$ cat src/rtl/alu_seq_if.sv
// Operand/result handshake bundle for alu_seq: operands+opcode toward the ALU, result+err back.
interface alu_seq_if #(parameter int N = 8);
    logic             in_valid;
    logic             in_ready;
    logic [N-1:0]     a;
    logic [N-1:0]     b;
    logic [2:0]       opcode;
    logic             out_valid;
    logic             out_ready;
    logic [2*N-1:0]   out;
    logic             err;

    modport master (
        output in_valid, a, b, opcode, out_ready,
        input  in_ready, out_valid, out, err
    );

    modport slave (
        input  in_valid, a, b, opcode, out_ready,
        output in_ready, out_valid, out, err
    );
endinterface

$ cat src/rtl/alu_seq.sv
// Sequential signed ALU: logic/add/sub in 1 cycle, mul/div iterative over N CALC cycles (latency N+1).
// One op in flight; in_ready only in IDLE, result held in DONE until out_ready.
module alu_seq #(
    parameter int N = 8
) (
    input  logic      clk,
    input  logic      rst_n,
    alu_seq_if.slave  bus
);
    localparam int W  = 2 * N;
    localparam int CW = $clog2(N);

    localparam logic [2:0] OP_ADD = 3'b000;
    localparam logic [2:0] OP_SUB = 3'b001;
    localparam logic [2:0] OP_MUL = 3'b010;
    localparam logic [2:0] OP_AND = 3'b011;
    localparam logic [2:0] OP_OR  = 3'b100;
    localparam logic [2:0] OP_XOR = 3'b101;
    localparam logic [2:0] OP_DIV = 3'b110;

    typedef enum logic [1:0] {IDLE = 2'd0, CALC = 2'd1, DONE = 2'd2} state_t;

    state_t         state_q, state_d;
    logic [CW-1:0]  cnt_q, cnt_d;
    logic [2:0]     op_q, op_d;
    logic [W-1:0]   opa_q, opa_d;
    logic [W-1:0]   acc_q, acc_d;
    logic [W-1:0]   out_q, out_d;
    logic [N-1:0]   opb_q, opb_d;
    logic [N-1:0]   araw_q, araw_d;
    logic           neg_q, neg_d;
    logic           sa_q, sa_d;
    logic           bz_q, bz_d;
    logic           err_q, err_d;

    logic [N-1:0]   a_mag, b_mag, quo, rem;
    logic [W-1:0]   a_ext, b_ext, sh;

    assign bus.in_ready  = (state_q == IDLE);
    assign bus.out_valid = (state_q == DONE);
    assign bus.out       = out_q;
    assign bus.err       = err_q;

    always_comb begin
        state_d = state_q;
        cnt_d   = cnt_q;
        op_d    = op_q;
        opa_d   = opa_q;
        acc_d   = acc_q;
        out_d   = out_q;
        opb_d   = opb_q;
        araw_d  = araw_q;
        neg_d   = neg_q;
        sa_d    = sa_q;
        bz_d    = bz_q;
        err_d   = err_q;
        quo     = '0;
        rem     = '0;
        sh      = '0;
        a_mag   = bus.a[N-1] ? (~bus.a + 1'b1) : bus.a;
        b_mag   = bus.b[N-1] ? (~bus.b + 1'b1) : bus.b;
        a_ext   = {{N{bus.a[N-1]}}, bus.a};
        b_ext   = {{N{bus.b[N-1]}}, bus.b};

        case (state_q)
            IDLE: begin
                if (bus.in_valid) begin
                    // Mul/div run on magnitudes; signs are reapplied on the last step.
                    op_d    = bus.opcode;
                    sa_d    = bus.a[N-1];
                    neg_d   = bus.a[N-1] ^ bus.b[N-1];
                    bz_d    = (bus.b == '0);
                    araw_d  = bus.a;
                    opb_d   = b_mag;
                    opa_d   = {{N{1'b0}}, a_mag};
                    acc_d   = (bus.opcode == OP_DIV) ? {{N{1'b0}}, a_mag} : '0;
                    cnt_d   = '0;
                    state_d = DONE;
                    err_d   = 1'b0;
                    case (bus.opcode)
                        OP_ADD: out_d = a_ext + b_ext;
                        OP_SUB: out_d = a_ext - b_ext;
                        OP_AND: out_d = a_ext & b_ext;
                        OP_OR:  out_d = a_ext | b_ext;
                        OP_XOR: out_d = a_ext ^ b_ext;
                        OP_MUL, OP_DIV: begin
                            state_d = CALC;
                            err_d   = err_q;
                        end
                        default: begin
                            out_d = '0;
                            err_d = 1'b1;
                        end
                    endcase
                end
            end
            CALC: begin
                cnt_d = cnt_q + 1'b1;
                if (op_q == OP_MUL) begin
                    acc_d = acc_q + (opb_q[0] ? opa_q : '0);
                    opa_d = {opa_q[W-2:0], 1'b0};
                    opb_d = {1'b0, opb_q[N-1:1]};
                end else begin
                    // Restoring division: acc = {partial remainder, dividend/quotient}.
                    sh = {acc_q[W-2:0], 1'b0};
                    if (sh[W-1:N] >= opb_q) begin
                        sh[W-1:N] = sh[W-1:N] - opb_q;
                        sh[0]     = 1'b1;
                    end
                    acc_d = sh;
                end
                if (cnt_q == CW'(N - 1)) begin
                    state_d = DONE;
                    cnt_d   = '0;
                    if (op_q == OP_MUL) begin
                        out_d = neg_q ? (~acc_d + 1'b1) : acc_d;
                        err_d = 1'b0;
                    end else if (bz_q) begin
                        out_d = {araw_q, {N{1'b1}}};
                        err_d = 1'b1;
                    end else begin
                        quo   = neg_q ? (~acc_d[N-1:0] + 1'b1) : acc_d[N-1:0];
                        rem   = sa_q ? (~acc_d[W-1:N] + 1'b1) : acc_d[W-1:N];
                        out_d = {rem, quo};
                        err_d = 1'b0;
                    end
                end
            end
            DONE: begin
                if (bus.out_ready) begin
                    state_d = IDLE;
                end
            end
            default: state_d = IDLE;
        endcase
    end

    always_ff @(posedge clk or negedge rst_n) begin
        if (!rst_n) begin
            state_q <= IDLE;
            cnt_q   <= '0;
            op_q    <= '0;
            opa_q   <= '0;
            acc_q   <= '0;
            out_q   <= '0;
            opb_q   <= '0;
            araw_q  <= '0;
            neg_q   <= 1'b0;
            sa_q    <= 1'b0;
            bz_q    <= 1'b0;
            err_q   <= 1'b0;
        end else begin
            state_q <= state_d;
            cnt_q   <= cnt_d;
            op_q    <= op_d;
            opa_q   <= opa_d;
            acc_q   <= acc_d;
            out_q   <= out_d;
            opb_q   <= opb_d;
            araw_q  <= araw_d;
            neg_q   <= neg_d;
            sa_q    <= sa_d;
            bz_q    <= bz_d;
            err_q   <= err_d;
        end
    end
endmodule
$ cat src/flat_wrapper.sv
// flat-port wrapper written by rule: the top's interface ports become plain ports
module alu_seq_flat 
#(
    parameter int N = 8
)
  (clk, rst_n, bus_in_valid, bus_a, bus_b, bus_opcode, bus_out_ready, bus_in_ready, bus_out_valid, bus_out, bus_err);
  alu_seq_if #(.N(N)) bus_i ();
  input  logic clk;
  input  logic rst_n;
  input wire logic [$bits(bus_i.in_valid)-1:0] bus_in_valid;
  input wire logic [$bits(bus_i.a)-1:0] bus_a;
  input wire logic [$bits(bus_i.b)-1:0] bus_b;
  input wire logic [$bits(bus_i.opcode)-1:0] bus_opcode;
  input wire logic [$bits(bus_i.out_ready)-1:0] bus_out_ready;
  output wire logic [$bits(bus_i.in_ready)-1:0] bus_in_ready;
  output wire logic [$bits(bus_i.out_valid)-1:0] bus_out_valid;
  output wire logic [$bits(bus_i.out)-1:0] bus_out;
  output wire logic [$bits(bus_i.err)-1:0] bus_err;
  assign bus_i.in_valid = bus_in_valid;
  assign bus_i.a = bus_a;
  assign bus_i.b = bus_b;
  assign bus_i.opcode = bus_opcode;
  assign bus_i.out_ready = bus_out_ready;
  assign bus_in_ready = bus_i.in_ready;
  assign bus_out_valid = bus_i.out_valid;
  assign bus_out = bus_i.out;
  assign bus_err = bus_i.err;
  alu_seq #(.N(N)) u_core (.clk(clk), .rst_n(rst_n), .bus(bus_i));
endmodule
$ cat config.mk
export PLATFORM = sky130hd
export DESIGN_NAME = alu_seq_flat
export DESIGN_NICKNAME = d
export VERILOG_FILES = /design/src/rtl/alu_seq_if.sv /design/src/rtl/alu_seq.sv /design/src/flat_wrapper.sv
export SDC_FILE = /design/constraint.sdc
export NUM_CORES = 1
export LEC_CHECK = 0
export CAP_MARGIN = 25
export CORE_MARGIN = 4
export CORE_UTILIZATION = 35
export DETAILED_ROUTE_END_ITERATION = 8
export GPL_TIMING_DRIVEN = 0
export PLACE_DENSITY = 0.58
export SLEW_MARGIN = 20
export SYNTH_ARGS = -nofsm -noshare
export SYNTH_HDL_FRONTEND = slang
export SYNTH_SLANG_ARGS = --single-unit
$ cat constraint.sdc
create_clock -name clk -period 5.1 [get_ports clk]
set_clock_uncertainty 0.1 [all_clocks]
set_input_delay 0.765 -clock clk [delete_from_list [all_inputs] [get_ports clk]]
set_output_delay 0.765 -clock clk [all_outputs]
set_load 0.01 [all_outputs]
Yosys cells after proc, flatten, opt, wreduce, memory -nomap -nowiden:

Index checks and enable logic that the tools add are counted.

* register bits: 76
* logic and storage cells: 97

* $add $sub $neg: 10
* multiplexer cells: 39
* eq/ne operators: 15
* reduce and logical (&&, ||, !) cells: 11
* order comparisons: 1
* bitwise gates (word level): 9

Operators by type and width (number)
* 16-bit two-way mux: 11
* 16-bit case mux with 2 select lines: 3
* 16-bit case mux with 6 select lines: 1
* 8-bit two-way mux: 8
* 8-bit by 1-bit adder with 8-bit output (second input constant): 4
* 8-bit inverter: 4
* 16-bit by 1-bit adder with 16-bit output (second input constant): 1
* 16-bit adder: 1
* 16-bit bitwise AND: 1
* 16-bit inverter: 1
* 16-bit OR: 1
* 8-bit case mux with 2 select lines: 1
* 16-bit XOR: 1
* 3-bit == test (second input constant): 4
* 8-bit by 8-bit adder with 9-bit output: 1
* 3-bit by 2-bit == test with 1-bit output (second input constant): 3
* 8-bit by 8-bit subtractor with 9-bit output: 1
* 8-bit greater-or-equal comparator: 1
* 8-bit zero test: 1
* 2-bit two-way mux: 4
* 8-bit subtractor: 1
* 3-bit two-way mux: 2
* 2-bit inequality test (second input constant): 3
* 2-bit case mux with 3 select lines: 1
* 17 further kinds: 25

Logic depth before layout (Yosys ltp):

* word-level depth: 11
* gate-level depth with buffers: 18
* mapped depth without buffers: 17

Worst setup path before layout:

No wires, ideal clock.

* kind: input port to flip-flop
* start: input bus_b[0]
* end: register u_core.out_q[15], in the netlist u_core.bus.out[15]
* arrival time: 3.679 ns
* buffers on the path: 0
* stages on the path: 15
* path slack: 1.235 ns
* path through: inv_1 ha_1 or3b_1 or3_1 nand2_1 xnor2_1 ha_1 or3_1 o21ai_0 a21oi_1 xnor2_1 a21boi_1 o21ai_1 o32ai_1 nor3_1

* longest elaborated chain between the ends: 4

RTL lines
* from (decl): RTL line flat_wrapper.sv:12 `input wire logic [$bits(bus_i.b)-1:0] bus_b;`
* 8-bit by 8-bit subtractor with 9-bit output or 8-bit by 8-bit adder with 9-bit output (tied branches): RTL line alu_seq.sv:82, alu_seq.sv:81
* 16-bit case mux with 6 select lines (*): RTL line alu_seq.sv:80 `case (bus.opcode)`
* 16-bit two-way mux (*): RTL line alu_seq.sv:67 `if (bus.in_valid) begin`
* 16-bit case mux with 2 select lines (*): RTL line alu_seq.sv:65 `case (state_q)`
* to (signal assigned): RTL line alu_seq.sv:158 `out_q <= out_d;`
* to (decl): RTL line alu_seq.sv:28 `logic [W-1:0] out_q, out_d;`

Every way passes the cells marked *; elsewhere a longest branch is shown, timed or not. The select of a mux whose other input is x is not followed.
A chain may end at the register's enable or synchronous reset.

Worst setup path after layout:

* start: input bus_opcode[2]
* end: register u_core.out_q[15], in the netlist u_core.bus.out[15]

* longest elaborated chain between the ends: 5

RTL lines
* from (decl): RTL line flat_wrapper.sv:13 `input wire logic [$bits(bus_i.opcode)-1:0] bus_opcode;`
* 3-bit by 2-bit == test with 1-bit output or 3-bit == test (tied branches): RTL line alu_seq.sv:80
* 2-bit OR reduction: RTL line alu_seq.sv:80
* 16-bit case mux with 6 select lines: RTL line alu_seq.sv:80
* 16-bit two-way mux: RTL line alu_seq.sv:67
* 16-bit case mux with 2 select lines: RTL line alu_seq.sv:65

Parallel ways exist; a longest one is shown, timed or not. The select of a mux whose other input is x is not followed.

==> impl_metrics.env <==
export IMPL_post_route_period_util_pct=90.3
export IMPL_grt_usage_pct=20.2
export IMPL_dieHeight_microns=146
export IMPL_synthCells=825
export IMPL_place_congestion=0.933
export IMPL_ff2ff_setup_slack_ns=1.01
export IMPL_synth_edf_count=0
export IMPL_startpoint_type="primary input"
export IMPL_num_io_pins=42
export IMPL_ys_seq_area_share_pct=28.2
export IMPL_ys_top_cells_by_area="dfrtp_1 28%, ha_1 10%, o21ai_0 6.8%"
export IMPL_routed_wl_microns=21700
export IMPL_clock_fmax_ghz=0.217
export IMPL_syn_area_sq_um=6650
export IMPL_antenna_found_initial=0
export IMPL_dp_slack_ns=-0.129
export IMPL_synth_most_common_cell="nand2_1"
export IMPL_firstDrtPassIters=5
export IMPL_synth_seq_cells=75
export IMPL_critPathMaxFanout=10
export IMPL_crit_path_start="bus_opcode[2]"
export IMPL_status="complete, no violations"
export IMPL_rsz0062_at_grt="false"
export IMPL_ys_warnings_count=0
export IMPL_hold_class="primary input to async pin"
export IMPL_area_growth_pct=15.3
export IMPL_diodes=0
export IMPL_p_leak_nw=3.39
export IMPL_clk_pin_slew_ns=0.06
export IMPL_drive_gt1_share_pct=6.92
export IMPL_cts_sinks=75
export IMPL_post_drt_wl_per_cell_microns=19.4
export IMPL_grt_max_degree=49
export IMPL_die_x_microns=146
export IMPL_avgSynthCellArea_sq_um=8.06
export IMPL_worstPathRequired_ns=5.28
export IMPL_worst_slew_pin_slew_ns=1.10
export IMPL_crit_type="primary input to flop"
export IMPL_maxCapViolations=0
export IMPL_slew_headroom_pct=26.4
export IMPL_final_util_pct=41.0
export IMPL_dieArea_sq_um=21300
export IMPL_grt_overflow_total=0
export IMPL_fin_ws_ns=0.494
export IMPL_power_density_nw_per_um2=570
export IMPL_final_nets=958
export IMPL_finalPower_mw=4.37
export IMPL_synth_ff_type="dfrtp_1"
export IMPL_cts_buffer_depth=2
export IMPL_final_cells=1116
export IMPL_start_util_pct=35.6
export IMPL_htree_levels=3
export IMPL_hold_violations=0
export IMPL_num_rows=50
export IMPL_holdBufCountCts=0
export IMPL_drtIter0Drc=564
export IMPL_fin_crit_ns=4.61
export IMPL_nFillCells=1934
export IMPL_synth_largest_area_cell="dfrtp_1"
export IMPL_setup_violations=0
export IMPL_ys_types=87
export IMPL_yosysTopAreaCellShare_pct=28.2
export IMPL_dp_hpwl_microns=16800
export IMPL_antenna_left=0
export IMPL_crit_end="u_core.bus.out[15]$_DFFE_PN0P_"
export IMPL_routed_via_density=5.63
export IMPL_tritoncts="yes"
export IMPL_rr_endpoint="u_core.bus.out[15]$_DFFE_PN0P_"
export IMPL_syn_num_nets=905
export IMPL_r2r_cells=14
export IMPL_core_area_sq_um=18700
export IMPL_cp_end_kind="flop"
export IMPL_grt_pass1_wl_microns=34000
export IMPL_cts_buffers=9
export IMPL_portBuffers=41
export IMPL_r2r_start="u_core.opb_q[0]$_DFFE_PN0P_"
export IMPL_worstPathArrival_ns=4.78
export IMPL_async_reset_ff_share_pct=100
export IMPL_cts_root_buffer="clkbuf_16"
export IMPL_drc=0
export IMPL_yosys_top_cells_count="118 x nand2_1, 91 x o21ai_0, 75 x dfrtp_1"
export IMPL_max_vdd_ir_drop_mv=0.197
export IMPL_place_inst=1101
export IMPL_vias=6288
export IMPL_clk_latency_ns=0.36
export IMPL_grt_pass1_vias=6001
export IMPL_report_final_slew_viol_count=0
[worst min-delay path by stage]
stage,to,slack (ns),cells past startpoint
floorplan,u_core.araw_q[0]$_DFFE_PN0P_,0.35,2
global placement,u_core.araw_q[5]$_DFFE_PN0P_,0.37,2
detailed placement,u_core.araw_q[5]$_DFFE_PN0P_,0.38,2
CTS,u_core.opa_q[6]$_DFFE_PN0P_,0.26,1
global route,u_core.acc_q[11]$_DFFE_PN0P_,0.28,1
finish,u_core.acc_q[11]$_DFFE_PN0P_,0.24,1
[worst max-delay path, cell delays in order]
cell and delay (ns):
clkdlybuf4s50_1 0.51, nand2b_1 0.27, nand2b_1 0.14, clkbuf_1 0.36, o21ai_0 0.24, fa_1 0.45, nor2b_1 0.16, o21ai_0 0.12
a21boi_0 0.28, o21ai_0 0.16, a21oi_1 0.21, xnor2_1 0.14, a21boi_1 0.10, o21ai_2 0.45, o32ai_1 0.19, nor3_1 0.22
[registers in the layout (all words and copies together), names as in the netlist, 2 cells and up]
register        count
u_core.opa_q       16
u_core.araw_q       7
u_core.state_q      2
u_core.opb_q        8
u_core.acc_q       16
u_core.op_q         3
u_core.cnt_q        3
u_core.bus.out     16
[metrics by stage]
step	cell area (sq um)	setup TNS (ns)	hold slack [ns]
3_3_place_gp	7350	-0.0833	0.374
5_1_grt	7670	0	0.277
6_report	7670	0	0.244
3_5_place_dp	7380	-0.142	0.378
2_1_floorplan	6650	0	0.346
4_1_cts	7660	0	0.258
[timing repair]
item / in CTS / in global routing
endpoints found under the setup margin: 0 / 5
buffers inserted: 0 / 0
gates resized for setup: 0 / 1
[layout by cell type (no fill, tap or decap), drive strengths merged, types with 19 or more instances in the layout]
master,netlist,final
a211oi,19,19
a21oi,62,62
clkbuf,36,47
clkdlybuf4s50,0,40
dfrtp,75,75
ha,54,54
inv,39,39
nand2,118,118
nand3,21,21
nor2,64,64
o21ai,99,99
xnor2,36,36
[cell type report]
cell class	instances	area, sq um	area share [%]
clock buffers	11	233	3.04
well taps	234	293	3.82
inverters	40	150	1.96
multi-input cells	665	4400	57.4
flip-flops and latches	75	1880	24.5
clock inverters	4	52.6	0.685
repair buffers	42	435	5.68
plain buffers	45	223	2.90
[report_power, final]
group          internal (mW)  leakage, nW  total [mW]  switching (mW)
logic                   1.12         2.30        2.72            1.60
registers              0.809        0.952        1.00           0.192
clock network          0.378        0.140       0.648           0.271
total                   2.31         3.39        4.37            2.06
[per-layer routing]
layer | part of all wire, % | up-vias | global-route usage [%]
met5 | 0 | - | 0
met4 | 1.4 | 0 | 5.51
met3 | 5.3 | 23 | 2.96
met2 | 47 | 173 | 33.6
met1 | 46 | 3040 | 27.4
li1 | - | 3052 | -
[cells by family after synthesis]
group                      after synthesis  synth area share, %
muxes                                   17                 2.88
adders and majority gates               57                 11.1
xor gates and xnor gates                48                 6.32
buffers and inverters                   85                 5.61
DFF                                     75                 28.2
AOI/OAI and AO/OA                      265                 26.5
and+or+nand+nor                        278                 19.4
Power figures use the tool's default switching activity.
